<file path="src/rtl/heap_topk_ctrl_if.sv">
// Stream, heap-side and result signals of the top-K frame sequencer.
// slave: the sequencer; master: the producer/heap/consumer side.
interface heap_topk_ctrl_if #(
  parameter int DATA_WIDTH = 16
);
  logic                  s_valid;
  logic                  s_ready;
  logic [DATA_WIDTH-3:0] s_data;
  logic                  s_last;
  logic [DATA_WIDTH-1:0] heap_din;
  logic                  heap_en;
  logic                  heap_init;
  logic                  heap_flush;
  logic [DATA_WIDTH-1:0] heap_dout;
  logic                  heap_valid;
  logic                  m_valid;
  logic [DATA_WIDTH-3:0] m_data;

  modport master (
    output s_valid, s_data, s_last,
    output heap_dout, heap_valid,
    input  s_ready, heap_din, heap_en,
    input  heap_init, heap_flush,
    input  m_valid, m_data
  );

  modport slave (
    input  s_valid, s_data, s_last,
    input  heap_dout, heap_valid,
    output s_ready, heap_din, heap_en,
    output heap_init, heap_flush,
    output m_valid, m_data
  );
endinterface

</file>
<file path="src/rtl/heap_topk_ctrl.sv">
// Frame sequencer for the streaming top-K heap: init, paced
// insert, drain, flush and forward of the K largest items.
module heap_topk_ctrl #(
  parameter int DATA_WIDTH   = 16,
  parameter int KEY_WIDTH    = 8,
  parameter int NLEVELS      = 2,
  parameter int INSERT_GAP   = 2,
  parameter int INIT_CYCLES  = 2**(NLEVELS+1),
  parameter int DRAIN_CYCLES = 2*NLEVELS + 2,
  parameter int FLUSH_CYCLES = 2*(2**(NLEVELS+1)-1) + 4,
  parameter int CNT_WIDTH    = 16
) (
  input  logic                 clk,
  input  logic                 rstn,
  input  logic                 start,
  input  logic                 abort,
  heap_topk_ctrl_if.slave      bus,
  output logic                 busy,
  output logic                 done,
  output logic [CNT_WIDTH-1:0] in_count,
  output logic [CNT_WIDTH-1:0] evict_count,
  output logic [CNT_WIDTH-1:0] out_count
);
  localparam int PW =
    $clog2(INIT_CYCLES + DRAIN_CYCLES + FLUSH_CYCLES + 1);
  localparam int GW = $clog2(INSERT_GAP + 1);
  localparam logic [CNT_WIDTH-1:0] CMAX = '1;

  typedef enum logic [2:0] {
    IDLE, INIT, LOAD, DRAIN, FLUSH, DONE
  } state_t;

  state_t                state, state_n;
  logic [PW-1:0]         phase, phase_n;
  logic [GW-1:0]         gap, gap_n;
  logic                  aborted, aborted_n;
  logic                  s_ready_n;
  logic                  en_n;
  logic                  init_n;
  logic                  flush_n;
  logic                  m_valid_n;
  logic                  busy_n;
  logic                  done_n;
  logic [DATA_WIDTH-1:0] din_n;
  logic [DATA_WIDTH-3:0] m_data_n;
  logic [CNT_WIDTH-1:0]  in_n, ev_n, out_n;
  logic                  accept;
  logic                  unused_flag;

  // The heap's flag bits carry nothing the sequencer needs.
  assign unused_flag = ^bus.heap_dout[DATA_WIDTH-1 -: 2];
  assign accept      = bus.s_valid & bus.s_ready;

  function automatic logic [CNT_WIDTH-1:0] sat_inc(
    input logic [CNT_WIDTH-1:0] v
  );
    return (v == CMAX) ? v : v + 1'b1;
  endfunction

  always_comb begin
    state_n   = state;
    phase_n   = phase;
    gap_n     = '0;
    aborted_n = aborted;
    en_n      = 1'b0;
    flush_n   = 1'b0;
    m_valid_n = 1'b0;
    done_n    = 1'b0;
    din_n     = bus.heap_din;
    m_data_n  = bus.m_data;
    in_n      = in_count;
    ev_n      = evict_count;
    out_n     = out_count;
    if (state != IDLE && abort) begin
      // Re-init the heap so a half-loaded frame leaves nothing behind.
      state_n   = INIT;
      phase_n   = '0;
      aborted_n = 1'b1;
      in_n      = '0;
      ev_n      = '0;
      out_n     = '0;
    end else begin
      unique case (state)
        IDLE: begin
          if (start) begin
            state_n   = INIT;
            phase_n   = '0;
            aborted_n = 1'b0;
            in_n      = '0;
            ev_n      = '0;
            out_n     = '0;
          end
        end
        INIT: begin
          if (phase == PW'(INIT_CYCLES - 1)) begin
            state_n = aborted ? IDLE : LOAD;
            phase_n = '0;
          end else begin
            phase_n = phase + 1'b1;
          end
        end
        LOAD: begin
          if (bus.heap_valid) ev_n = sat_inc(evict_count);
          if (gap != '0) gap_n = gap - 1'b1;
          if (accept) begin
            en_n  = 1'b1;
            din_n = {2'b00,
                     bus.s_data[DATA_WIDTH-3:KEY_WIDTH],
                     bus.s_data[KEY_WIDTH-1:0]};
            in_n  = sat_inc(in_count);
            gap_n = GW'(INSERT_GAP - 1);
            if (bus.s_last) begin
              state_n = DRAIN;
              phase_n = '0;
            end
          end
        end
        DRAIN: begin
          if (bus.heap_valid) ev_n = sat_inc(evict_count);
          if (phase == PW'(DRAIN_CYCLES - 1)) begin
            state_n = FLUSH;
            phase_n = '0;
            flush_n = 1'b1;
          end else begin
            phase_n = phase + 1'b1;
          end
        end
        FLUSH: begin
          m_valid_n = bus.heap_valid;
          if (bus.heap_valid) begin
            m_data_n = bus.heap_dout[DATA_WIDTH-3:0];
            out_n    = sat_inc(out_count);
          end
          if (phase == PW'(FLUSH_CYCLES - 1)) begin
            state_n = DONE;
            phase_n = '0;
          end else begin
            phase_n = phase + 1'b1;
          end
        end
        DONE: begin
          state_n = IDLE;
          done_n  = 1'b1;
        end
        default: state_n = IDLE;
      endcase
    end
    s_ready_n = (state_n == LOAD) && (gap_n == '0);
    init_n    = (state_n == INIT);
    busy_n    = (state_n != IDLE);
  end

  always_ff @(posedge clk or negedge rstn) begin
    if (!rstn) begin
      state          <= IDLE;
      phase          <= '0;
      gap            <= '0;
      aborted        <= 1'b0;
      bus.s_ready    <= 1'b0;
      bus.heap_en    <= 1'b0;
      bus.heap_din   <= '0;
      bus.heap_init  <= 1'b0;
      bus.heap_flush <= 1'b0;
      bus.m_valid    <= 1'b0;
      bus.m_data     <= '0;
      busy           <= 1'b0;
      done           <= 1'b0;
      in_count       <= '0;
      evict_count    <= '0;
      out_count      <= '0;
    end else begin
      state          <= state_n;
      phase          <= phase_n;
      gap            <= gap_n;
      aborted        <= aborted_n;
      bus.s_ready    <= s_ready_n;
      bus.heap_en    <= en_n;
      bus.heap_din   <= din_n;
      bus.heap_init  <= init_n;
      bus.heap_flush <= flush_n;
      bus.m_valid    <= m_valid_n;
      bus.m_data     <= m_data_n;
      busy           <= busy_n;
      done           <= done_n;
      in_count       <= in_n;
      evict_count    <= ev_n;
      out_count      <= out_n;
    end
  end
endmodule

</file>
<file path="src/flat_wrapper.sv">
// flat-port wrapper written by rule: the top's interface ports become plain ports
module heap_topk_ctrl_flat 
#(
  parameter int DATA_WIDTH   = 16,
  parameter int KEY_WIDTH    = 8,
  parameter int NLEVELS      = 2,
  parameter int INSERT_GAP   = 2,
  parameter int INIT_CYCLES  = 2**(NLEVELS+1),
  parameter int DRAIN_CYCLES = 2*NLEVELS + 2,
  parameter int FLUSH_CYCLES = 2*(2**(NLEVELS+1)-1) + 4,
  parameter int CNT_WIDTH    = 16
)
  (clk, rstn, start, abort, busy, done, in_count, evict_count, out_count, bus_s_valid, bus_s_data, bus_s_last, bus_heap_dout, bus_heap_valid, bus_s_ready, bus_heap_din, bus_heap_en, bus_heap_init, bus_heap_flush, bus_m_valid, bus_m_data);
  heap_topk_ctrl_if #(.DATA_WIDTH(DATA_WIDTH)) bus_i ();
  input  logic clk;
  input  logic rstn;
  input  logic start;
  input  logic abort;
  output logic busy;
  output logic done;
  output logic [CNT_WIDTH-1:0] in_count;
  output logic [CNT_WIDTH-1:0] evict_count;
  output logic [CNT_WIDTH-1:0] out_count;
  input wire logic [$bits(bus_i.s_valid)-1:0] bus_s_valid;
  input wire logic [$bits(bus_i.s_data)-1:0] bus_s_data;
  input wire logic [$bits(bus_i.s_last)-1:0] bus_s_last;
  input wire logic [$bits(bus_i.heap_dout)-1:0] bus_heap_dout;
  input wire logic [$bits(bus_i.heap_valid)-1:0] bus_heap_valid;
  output wire logic [$bits(bus_i.s_ready)-1:0] bus_s_ready;
  output wire logic [$bits(bus_i.heap_din)-1:0] bus_heap_din;
  output wire logic [$bits(bus_i.heap_en)-1:0] bus_heap_en;
  output wire logic [$bits(bus_i.heap_init)-1:0] bus_heap_init;
  output wire logic [$bits(bus_i.heap_flush)-1:0] bus_heap_flush;
  output wire logic [$bits(bus_i.m_valid)-1:0] bus_m_valid;
  output wire logic [$bits(bus_i.m_data)-1:0] bus_m_data;
  assign bus_i.s_valid = bus_s_valid;
  assign bus_i.s_data = bus_s_data;
  assign bus_i.s_last = bus_s_last;
  assign bus_i.heap_dout = bus_heap_dout;
  assign bus_i.heap_valid = bus_heap_valid;
  assign bus_s_ready = bus_i.s_ready;
  assign bus_heap_din = bus_i.heap_din;
  assign bus_heap_en = bus_i.heap_en;
  assign bus_heap_init = bus_i.heap_init;
  assign bus_heap_flush = bus_i.heap_flush;
  assign bus_m_valid = bus_i.m_valid;
  assign bus_m_data = bus_i.m_data;
  heap_topk_ctrl #(.DATA_WIDTH(DATA_WIDTH), .KEY_WIDTH(KEY_WIDTH), .NLEVELS(NLEVELS), .INSERT_GAP(INSERT_GAP), .INIT_CYCLES(INIT_CYCLES), .DRAIN_CYCLES(DRAIN_CYCLES), .FLUSH_CYCLES(FLUSH_CYCLES), .CNT_WIDTH(CNT_WIDTH)) u_core (.clk(clk), .rstn(rstn), .start(start), .abort(abort), .bus(bus_i), .busy(busy), .done(done), .in_count(in_count), .evict_count(evict_count), .out_count(out_count));
endmodule
</file>
<file path="config.mk">
export PLATFORM = sky130hd
export DESIGN_NAME = heap_topk_ctrl_flat
export DESIGN_NICKNAME = d
export VERILOG_FILES = /design/src/rtl/heap_topk_ctrl_if.sv /design/src/rtl/heap_topk_ctrl.sv /design/src/flat_wrapper.sv
export SDC_FILE = /design/constraint.sdc
export NUM_CORES = 1
export LEC_CHECK = 0
export CORE_ASPECT_RATIO = 1.75
export CORE_MARGIN = 1
export CORE_UTILIZATION = 49
export DETAILED_ROUTE_END_ITERATION = 10
export PLACE_DENSITY_LB_ADDON = 0.05
export SYNTH_ARGS = -nofsm -noshare
export SYNTH_HDL_FRONTEND = slang
export SYNTH_SLANG_ARGS = --single-unit
</file>
<file path="constraint.sdc">
create_clock -name clk -period 2.8 [get_ports clk]
set_input_delay 0.56 -clock clk [delete_from_list [all_inputs] [get_ports clk]]
set_output_delay 0.56 -clock clk [all_outputs]
set_load 0.01 [all_outputs]
</file>
**Yosys cells after proc, flatten, opt, wreduce, memory -nomap -nowiden**

Cells that the tools add are included.

- Add/sub/neg operators: 5
- Eq/ne operators: 21
- Multiplexer cells: 47
- Bitwise operators: 2
- Reductions and logical operators: 21

Operator list:

| kind | number |
|---|---|
| $mux W16 | 10 |
| $pmux W16 S2 | 3 |
| $add A16 B1 Y16 const B | 3 |
| $eq A16 B16 Y1 const B | 3 |
| $mux W6 | 7 |
| $pmux W6 S5 | 1 |
| $mux W3 | 7 |
| $ne A3 B2 Y1 const B | 6 |
| $reduce_and A4 Y1 | 4 |
| $pmux W3 S5 | 1 |
| $reduce_bool A3 Y1 | 5 |
| $mux W1 | 13 |
| $eq A6 B3 Y1 const B | 2 |
| $mux W2 | 5 |
| $eq A3 B2 Y1 const B | 3 |
| $add A6 B1 Y6 const B | 1 |
| $eq A3 B1 Y1 const B | 2 |
| $eq A3 B3 Y1 const B | 2 |
| $eq A6 B5 Y1 const B | 1 |
| $ne A3 B1 Y1 const B | 2 |
| $reduce_and A3 Y1 | 2 |
| $reduce_bool A2 Y1 | 3 |
| $reduce_bool A6 Y1 | 1 |
| $logic_not A3 Y1 | 1 |
| 7 further kinds | 8 |

- Register bits after elaboration: 95
- Input bits: 37
- Output and inout port bits: 85
- Word-level logic and storage cells: 112

**Logic depth before layout (Yosys ltp)**

- Depth after elaboration: 7
- Mapped depth: 9
- Mapped depth without buffers: 7

**Least setup slack after synthesis**

Ideal clock, no wire load.

- Path kind: input -> register
- Start point: input port abort
- End point: register u_core.in_count[0]
- Data arrival time: 2.316 ns
- Data required time: 2.675 ns
- Setup slack: 0.359 ns
- Cell stages on the path: 6
- Path buffers: 2
- Cells stage by stage: or4b_1 buf_2 or4_4 o21ai_2 buf_6 mux2_2

- Word-level cells in the longest chain between the ends: 3
- Elaborated cells between the ends (all ways): 7
- Classes of those cells: 3 x eq/ne; 1 x mux; 3 x reduce/logical

RTL lines:

| item | line | text |
|---|---|---|
| from (decl) | flat_wrapper.sv:18 | `input logic abort;` |
| $logic_and A1 B1 Y1 * | heap_topk_ctrl.sv:74 | `if (state != IDLE && abort) begin` |
| $ne A3 B2 Y1 (no source line), or another cell as far along | - |  |
| $reduce_and A4 Y1 (no source line) | - |  |
| to (signal assigned) | heap_topk_ctrl.sv:185 | `in_count <= in_n;` |
| to (decl) | heap_topk_ctrl.sv:20 | `output logic [CNT_WIDTH-1:0] in_count,` |

Every way passes the cells marked *; elsewhere a longest branch is shown, timed or not.
A chain may end at the register's enable or synchronous reset.

**Final worst setup path**

Same ends and word-level chain as after synthesis.

==> impl_metrics.py <==
metrics = {
    "clock_network": {
        "htreeDepth": 3,
        "cts_hold_buf": 0,
        "cts.path.max_buffers": 2,
        "clk_pin_slew_ps": 70,
        "clock-sinks": 95,
        "cts_inserted_buffers": 9,
        "tritoncts": "built",
        "cts_root_buffer": "clkbuf_16",
        "cts_resized": 0,
        "postCtsSetupBuffers": 0,
        "clkLatencyLatePin_ps": 340,
    },
    "sta": {
        "drv_slew": 0,
        "fmax_mhz": 416,
        "hold_viol": 0,
        "timing.setup.tns_ps": 0,
        "period_minus_slack_ps": 2400,
        "hold_ws_ps": 241,
        "timing.final.crit_share_pct": 85.8,
        "timing.final.ws_setup_ps": 396,
        "max-slew-margin-rel_pct": 56.2,
        "clock_skew_ps": 7.08,
        "grt_setup_unrepaired": "false",
        "tightest_slew_ps": 653,
        "setup_viol": 0,
    },
    "drt": {
        "via_per_inst": 5.78,
        "drc": 0,
        "finalWirelength_mm": 11.8,
        "drt_first_iter_violations": 222,
        "num_vias": 4215,
        "wl_per_cell_um": 16.1,
        "drtPass1Iterations": 5,
        "ant_nets": 0,
    },
    "synth": {
        "async_flop_share_pct": 100,
        "synth_edf_count": 0,
        "syn_inst": 477,
        "yosysTopAreaCell": "dfrtp_1",
        "synth.area.top_cells": "dfrtp_1, mux2_2, nand2_1",
        "netlist_top_cells_count": "dfrtp_1, nand2_1, a21oi_1",
        "ys_ff_latch": 95,
        "synth.top_cell.area_share_pct": 49.6,
        "ys.flop_type": "dfrtp_1",
        "yosysUniqueCellTypes": 59,
        "synth.yosys.seq_area_share_pct": 49.6,
        "yosysWarningCount": 0,
        "yosysMostFrequentCell": "dfrtp_1",
        "syn_area_sq_um": 4790,
        "syn_avg_cell_area_sq_um": 10.0,
    },
    "global_route": {
        "grt_pass1_vias": 4182,
        "grt.total_usage_pct": 24.1,
        "antenna_found_initial": 0,
        "grt_max_degree": 48,
        "grt_pass1_wl_mm": 19.7,
        "grt_overflow_total": 0,
    },
    "setup_path": {
        "cp_max_fo": 4,
        "r2r-end": "u_core.phase[4]",
        "start_kind": "primary input",
        "cp-startpoint": "abort",
        "path_class": "in -> reg",
        "r2r_setup_slack_ps": 600,
        "timing.rr.start": "u_core.phase[2]",
        "arrival_ps": 2630,
        "r2r.worst_path.cells": 5,
        "end_kind": "flop",
        "worstPathRequired_ps": 3030,
    },
    "worst_hold_path": {
        "worstHoldPathType": "in -> async",
    },
    "pwr": {
        "p_leak_nw": 2.76,
        "p_seq_share_pct": 46.6,
        "internal_power_mw": 2.36,
        "swShare_pct": 21.9,
        "p_per_area_nw_per_um2": 464,
        "ir_drop_mv": 0.356,
        "combPwrFrac_pct": 7.2,
        "p_switching_mw": 0.660,
        "pwr-share-clk_pct": 46.2,
    },
    "cells_and_area": {
        "n_antenna_cell": 0,
        "num-nets-final": 644,
        "drive_gt1_share_pct": 12.5,
        "fin_cells": 729,
        "synthToLayoutAreaGrowth_pct": 35.8,
    },
    "die": {
        "initial_core_util_pct": 50.6,
        "die_h_um": 133,
        "coreArea_sq_um": 9470,
        "die_w_um": 76.7,
        "die_area_sq_um": 10200,
        "ios": 122,
        "row_count": 47,
    },
    "placed_design": {
        "port_buffers": 117,
        "dp_hpwl_mm": 8.53,
        "place_congestion": 0.848,
        "place_inst": 713,
        "post-place-ws_ps": 34.7,
    },
    "outcome": {
        "status": "complete, no violations",
    },
    "run": {
        "cap_viol_max_count": 0,
    },
}
-- worst max-delay path by stage --
stage	slack [ps]	to	depth (start not counted)
5_1_grt	280	u_core.phase[3]	5
4_1_cts	380	u_core.in_count[0]	5
3_3_place_gp	40	u_core.in_count[0]	5
6_report	400	u_core.in_count[0]	5
3_5_place_dp	30	u_core.in_count[0]	5
2_1_floorplan	360	u_core.in_count[0]	6
-- sequential cells by signal, summed over array words and instances, names as in the netlist --
register               flops
u_core.bus.s_ready         1
u_core.bus.heap_en         1
u_core.in_count           16
u_core.bus.m_data         14
u_core.gap                 2
u_core.evict_count        16
u_core.phase               6
u_core.state               3
u_core.done                1
u_core.aborted             1
u_core.bus.heap_din       14
u_core.bus.heap_flush      1
u_core.bus.m_valid         1
u_core.out_count          16
u_core.bus.heap_init       1
u_core.busy                1
-- cell families (layout without fill, tap and decap cells) --
group,Yosys count,count (layout),share of synthesized area (%)
AO/OA/AOI/OAI,125,125,17.0
AND/OR/NAND/NOR,167,167,18.5
buffers and inverters,43,172,4.29
flip-flops,95,95,49.6
XOR/XNOR,5,5,0.915
multiplexers,36,36,8.28
other,1,2,0.0783
adder cells (fa/ha/maj),5,5,1.31
-- metrics by stage --
stage / total power, mW / instance area [sq um] / util (%)
finish: 3.02 / 6500 / 68.7
global route: 3.11 / 6500 / 68.7
CTS: 3.04 / 6500 / 68.7
detailed placement: 1.65 / 6160 / 65.1
global placement: 1.65 / 6160 / 65.1
floorplan: 1.54 / 4790 / -
-- final cells by class --
type	count	area, sq um
multi-input combinational	340	2210
timing repair buffer	136	1350
clock inverter	6	109
inverter	20	75.1
clock buffer	10	229
sequential	95	2380
tap	122	153
fill	755	2970
-- critical path, cell delays in order --
cell	delay (ps)
clkdlybuf4s50_1	430
or4b_1	510
or4_4	560
o21ai_2	210
mux2_2	360
-- layout by cell type (no fill, tap or decap), drive strengths merged, types with 8 or more instances in the layout --
cell / instances
clkbuf: 10
clkdlybuf4s50: 116
nand3: 16
mux2: 29
or4: 9
a21oi: 32
nor3: 9
buf: 20
o31ai: 9
inv: 20
o21ai: 26
and3: 13
nand2: 48
or3: 8
nor2: 27
dfrtp: 95
a31oi: 22
-- routing by layer --
metal / GRT usage [%] / up-vias / routed length (um)
met1: 27.7 / 2056 / 4680
met4: 11.1 / 0 / 296
met2: 43.4 / 119 / 6360
li1: - / 2015 / -
met5: 0 / - / 0
met3: 3.66 / 25 / 430
-- power by group through the flow --
stage               Combinational [mW]  Clock, mW  Sequential, mW
finish                           0.218       1.39            1.41
detailed placement               0.220          0            1.43
global route                     0.244       1.46            1.41
CTS                              0.220       1.41            1.41
floorplan                        0.108          0            1.43
global placement                 0.216          0            1.43
No activity file was read; power rests on OpenSTA's default activity.
